### config.mk
export PLATFORM = sky130hd
export DESIGN_NAME = cec_vector_sequencer
export DESIGN_NICKNAME = d
export VERILOG_FILES = /design/src/rtl/cec_vector_sequencer.sv
export SDC_FILE = /design/constraint.sdc
export NUM_CORES = 1
export LEC_CHECK = 0
export ABC_AREA = 1
export CAP_MARGIN = 20
export CORE_ASPECT_RATIO = 1.4
export CORE_MARGIN = 2
export CORE_UTILIZATION = 35
export CTS_BUF_LIST = sky130_fd_sc_hd__clkbuf_4
export DETAILED_ROUTE_END_ITERATION = 6
export SLEW_MARGIN = 5
export SYNTH_ARGS = -nofsm -noshare
export SYNTH_HDL_FRONTEND = slang
export SYNTH_SLANG_ARGS = --single-unit
### constraint.sdc
create_clock -name clk -period 2.39 [get_ports clk]
set_input_delay 0.478 -clock clk [delete_from_list [all_inputs] [get_ports clk]]
set_output_delay 0.478 -clock clk [all_outputs]
set_load 0.03 [all_outputs]
### src/rtl/cec_vector_sequencer.sv
// Exhaustive equivalence-sweep sequencer: drives every input vector to two netlists,
// compares their settled responses. Optional macro CEC_STOP_ON_FAIL_EN ends on first mismatch.
module cec_vector_sequencer #(
  parameter int unsigned IN_W       = 12,
  parameter int unsigned OUT_W      = 4,
  parameter int unsigned SETTLE_CYC = 1,
  parameter int unsigned CNT_W      = 8
) (
  input  logic             clk,
  input  logic             rst_n,
  input  logic             start,
  input  logic             abort,
  input  logic [OUT_W-1:0] resp_a_i,
  input  logic [OUT_W-1:0] resp_b_i,
  output logic [IN_W-1:0]  vec_o,
  output logic             busy,
  output logic             done,
  output logic             pass,
  output logic [CNT_W-1:0] mism_cnt,
  output logic [IN_W-1:0]  first_vec,
  output logic [OUT_W-1:0] first_diff
);

  localparam int unsigned SetW = (SETTLE_CYC > 1) ? $clog2(SETTLE_CYC) : 1;
  localparam logic [SetW-1:0] SettleLast = SetW'(SETTLE_CYC - 1);

  typedef enum logic [1:0] {StIdle, StApply, StSample, StDone} state_e;

  state_e           r_state,  w_state_d;
  logic [SetW-1:0]  r_settle, w_settle_d;
  logic [IN_W-1:0]  r_vec,    w_vec_d;
  logic             r_pass,   w_pass_d;
  logic [CNT_W-1:0] r_cnt,    w_cnt_d;
  logic [IN_W-1:0]  r_fvec,   w_fvec_d;
  logic [OUT_W-1:0] r_fdiff,  w_fdiff_d;

  logic [OUT_W-1:0] w_diff;
  logic             w_mism;
  logic             w_end;

  assign w_diff = resp_a_i ^ resp_b_i;
  assign w_mism = |w_diff;

  always_comb begin
    w_state_d  = r_state;
    w_settle_d = r_settle;
    w_vec_d    = r_vec;
    w_pass_d   = r_pass;
    w_cnt_d    = r_cnt;
    w_fvec_d   = r_fvec;
    w_fdiff_d  = r_fdiff;
    w_end      = 1'b0;
    unique case (r_state)
      StIdle: begin
        if (start && !abort) begin
          w_vec_d    = '0;
          w_settle_d = '0;
          w_pass_d   = 1'b0;
          w_cnt_d    = '0;
          w_fvec_d   = '0;
          w_fdiff_d  = '0;
          w_state_d  = StApply;
        end
      end
      StApply: begin
        if (abort) begin
          w_state_d = StIdle;
        end else if (r_settle == SettleLast) begin
          w_settle_d = '0;
          w_state_d  = StSample;
        end else begin
          w_settle_d = r_settle + SetW'(1);
        end
      end
      StSample: begin
        // Abort discards this cycle's comparison entirely.
        if (abort) begin
          w_state_d = StIdle;
        end else begin
          if (w_mism) begin
            if (r_cnt != '1) w_cnt_d = r_cnt + CNT_W'(1);
            if (r_cnt == '0) begin
              w_fvec_d  = r_vec;
              w_fdiff_d = w_diff;
            end
          end
`ifdef CEC_STOP_ON_FAIL_EN
          w_end = w_mism || (r_vec == '1);
`else
          w_end = (r_vec == '1);
`endif
          if (w_end) begin
            w_pass_d  = (w_cnt_d == '0);
            w_state_d = StDone;
          end else begin
            w_vec_d   = r_vec + IN_W'(1);
            w_state_d = StApply;
          end
        end
      end
      StDone:  w_state_d = StIdle;
      default: w_state_d = StIdle;
    endcase
  end

  always_ff @(posedge clk or negedge rst_n) begin
    if (!rst_n) begin
      r_state  <= StIdle;
      r_settle <= '0;
      r_vec    <= '0;
      r_pass   <= 1'b0;
      r_cnt    <= '0;
      r_fvec   <= '0;
      r_fdiff  <= '0;
    end else begin
      r_state  <= w_state_d;
      r_settle <= w_settle_d;
      r_vec    <= w_vec_d;
      r_pass   <= w_pass_d;
      r_cnt    <= w_cnt_d;
      r_fvec   <= w_fvec_d;
      r_fdiff  <= w_fdiff_d;
    end
  end

  assign vec_o      = r_vec;
  assign busy       = (r_state == StApply) || (r_state == StSample);
  assign done       = (r_state == StDone);
  assign pass       = r_pass;
  assign mism_cnt   = r_cnt;
  assign first_vec  = r_fvec;
  assign first_diff = r_fdiff;

endmodule

==> flow_summary_export.csv <==
group,metric,value,unit
placed_design,gp_congestion,0.882,
clock_tree,clk_pin_slew,0.12,ns
clock_tree,cts_sinks,39,
synthesis,synth_nets,336,
power,seqPwrFrac,42.9,%
power,clock_power_share,19.0,%
run_status,outcome,"finished, final reports clean",
sta,tightest_slew,0.890,ns
clock_tree,cts_buffers,5,
synthesis,synthCells,317,
sta,finalSetupViolations,0,
floorplan,start_util,35.8,%
drt,wl_per_cell,13.1,um
layout,area_growth,27.4,%
critical_path,crit_path_start_kind,"flop",
placed_design,pre_cts_slack,0.132,ns
layout,multiInputGateArea,0.00118,sq mm
floorplan,io_pins,51,
synthesis,ys_seq_area_share,41.4,%
critical_path,max_stage_delay,0.66,ns
layout,nets,393,
clock_tree,ctsResizeCount,0,
critical_path,worstPathArrival,1.78,ns
power,switching_share,40.0,%
drt,vias,2192,
drt,antenna_left,0,
drt,dr.first_iter.drc_count,123,
synthesis,postSynthAreaPerCell,7.43,sq um
floorplan,dieHeight,101,um
drt,viasPerCell,4.88,
sta,fin_hold_ws,0.250,ns
sta,max_freq,444,MHz
power,power_frac_comb,38.1,%
run,max_cap_violations,0,
synthesis,ys_warn_count,0,
critical_path,critPathMaxFanout,3,
synthesis,synth.ff_latch_count,39,
drt,dr.pass1.iters,4,
power,static-leakage-power,0.00145,uW
clock_tree,clock_latency,0.34,ns
critical_path,worstPathRequired,1.91,ns
layout,n_fill_cell,668,
synthesis,synth_area,0.00235,sq mm
sta,setup_ws,0.136,ns
critical_path,end_kind,"primary output",
clock_tree,cts_max_path_buffers,2,
clock_tree,cts_root_buf,"clkbuf_4",
grt,grt_overflow_total,0,
floorplan,rows,35,
sta,slew_violations,0,
critical_path,crit_type,"flop to primary output",
critical_path,path_cells,"inv_1 -> ha_1 -> clkdlybuf4s50_1",
layout,register_area,976,sq um
power,power_density,569,mW/mm^2
clock_tree,postCtsSetupBuffers,0,
sta,fin_setup_tns,0,ns
clock_tree,htreeDepth,2,
clock_tree,cts_tree,"done",
layout,layout-drive-gt1-share,7.47,%
floorplan,dieArea,0.00741,sq mm
power,p_int,1020,uW
power,switching_power,683,uW
sta,min_period,2.25,ns
grt,grt_start_max_net_pins,40,
grt,grt_usage,16.6,%
drt,wl,5.86,mm
synthesis,synth_cell_types,31,
placed_design,dp_hpwl,4.34,mm
floorplan,core_area,0.00657,sq mm
sta,rsz0062_at_grt,"no",
critical_path,cp_slowest_cell,"clkdlybuf4s50_1",
power,vdd_drop_max,0.374,mV
grt,antenna_found_initial,0,
placed_design,io_buffers,50,
hold_path,hold_class,"primary input to async pin",
drt,drcViolationCount,0,
grt,grt_pass1_vias,2099,
clock_tree,ctsHoldBuffers,0,
floorplan,die_x,73.3,um
grt,grt_pass1_wl,9.78,mm
sta,hold_viol_final,0,
sta,relSlewSlack,40.7,%
sta,period_share,94.3,%
layout,antenna_cells,0,
sta,final.setup_skew,0.00998,ns
-- cell type report --
| class | instances | share of cell area (%) |
|---|---|---|
| repair buffers | 58 | 18.5 |
| well taps | 74 | 3.09 |
| clock buffers | 5 | 1.25 |
| inverters | 36 | 4.67 |
| multi-input cells | 234 | 39.4 |
| clock inverters | 3 | 0.501 |
| flip-flops and latches | 39 | 32.5 |
-- worst paths after layout --
check | from | to | slack, ns | cells past startpoint
max | r_state[0]$_DFFE_PN0P_ | busy | 0.14 | 3
min | rst_n | first_vec[1]$_DFFE_PN0P_ | 0.25 | 1
max reg2reg | r_state[0]$_DFFE_PN0P_ | vec_o[0]$_DFFE_PN0P_ | 0.39 | 10
min reg2reg | first_vec[7]$_DFFE_PN0P_ | first_vec[7]$_DFFE_PN0P_ | 0.52 | 2
max in group asynchronous | rst_n | vec_o[11]$_DFFE_PN0P_ | 1.59 | 1
min in group clk | first_vec[7]$_DFFE_PN0P_ | first_vec[7]$_DFFE_PN0P_ | 0.52 | 2
-- stage by stage --
step | utilization [%] | cell area [sq um] | total power [uW] | cells
3_5_place_dp | 44.9 | 2950 | 1400 | 441
4_1_cts | 45.7 | 3000 | 1730 | 449
3_3_place_gp | 44.9 | 2950 | 1400 | 441
5_1_grt | 45.7 | 3000 | 1820 | 449
6_report | 45.7 | 3000 | 1710 | 449
2_1_floorplan | - | 2350 | 1190 | 317
-- sequential cells by signal, summed over array words and instances, names as in the netlist --
| register | flops |
|---|---|
| pass | 1 |
| r_state | 2 |
| first_vec | 12 |
| vec_o | 12 |
| mism_cnt | 8 |
| first_diff | 4 |
-- critical path: cells and delay by family (launching register included) --
kind,cells,cell delay [ns]
buffers and inverters,2,0.75
adder cells (fa/ha/maj),1,0.28
flip-flops,1,0.40
-- Yosys cell counts, drive strengths merged --
library cell	n	area (sq um)
a21oi	4	20.0
buf	6	48.8
clkbuf	2	7.51
dfrtp	39	976
ha	7	87.6
inv	36	140
nand2	116	459
nand3	35	188
nand4	6	37.5
nor2	30	144
nor3	3	26.3
nor3b	1	7.51
o211ai	1	7.51
o21ai	13	65.1
o22ai	4	25.0
o31ai	4	30.0
o32ai	1	8.76
or2	1	6.26
xnor2	3	26.3
xor2	5	43.8
-- power by group through the flow --
stage	Sequential (uW)	Clock, uW	Combinational [uW]
global placement	746	0	650
finish	732	325	650
floorplan	795	0	398
CTS	733	338	660
global route	740	363	714
detailed placement	745	0	658
-- cell families after synthesis --
family,share of synthesized area [%]
compound gates,6.64
xor+xnor,2.98
buf+inv,8.34
fa+ha+maj,3.72
flops,41.4
simple gates,36.9
-- layer usage --
metal | vias to the layer above | global-route usage, % | wire length, um
met4 | 0 | 3.78 | 58
met2 | 61 | 29.8 | 3000
li1 | 1122 | - | -
met5 | - | 0 | 0
met3 | 5 | 2.90 | 260
met1 | 1004 | 20.4 | 2550
-- cell usage in the layout, fill, tap and decap left out, types with 2 or more instances in the layout --
cell	count
a21oi_1	4
nor2_4	2
nand2_2	3
o22ai_1	4
clkinv_1	2
xnor2_1	3
nand3_1	34
inv_4	2
nor3_1	2
inv_1	33
dfrtp_1	39
o31ai_1	4
nand2_1	112
xor2_1	5
nand4_1	6
clkbuf_4	5
nor2_1	27
buf_4	8
ha_1	7
o21ai_0	13
clkdlybuf4s50_1	49
Power figures use the tool's default switching activity.
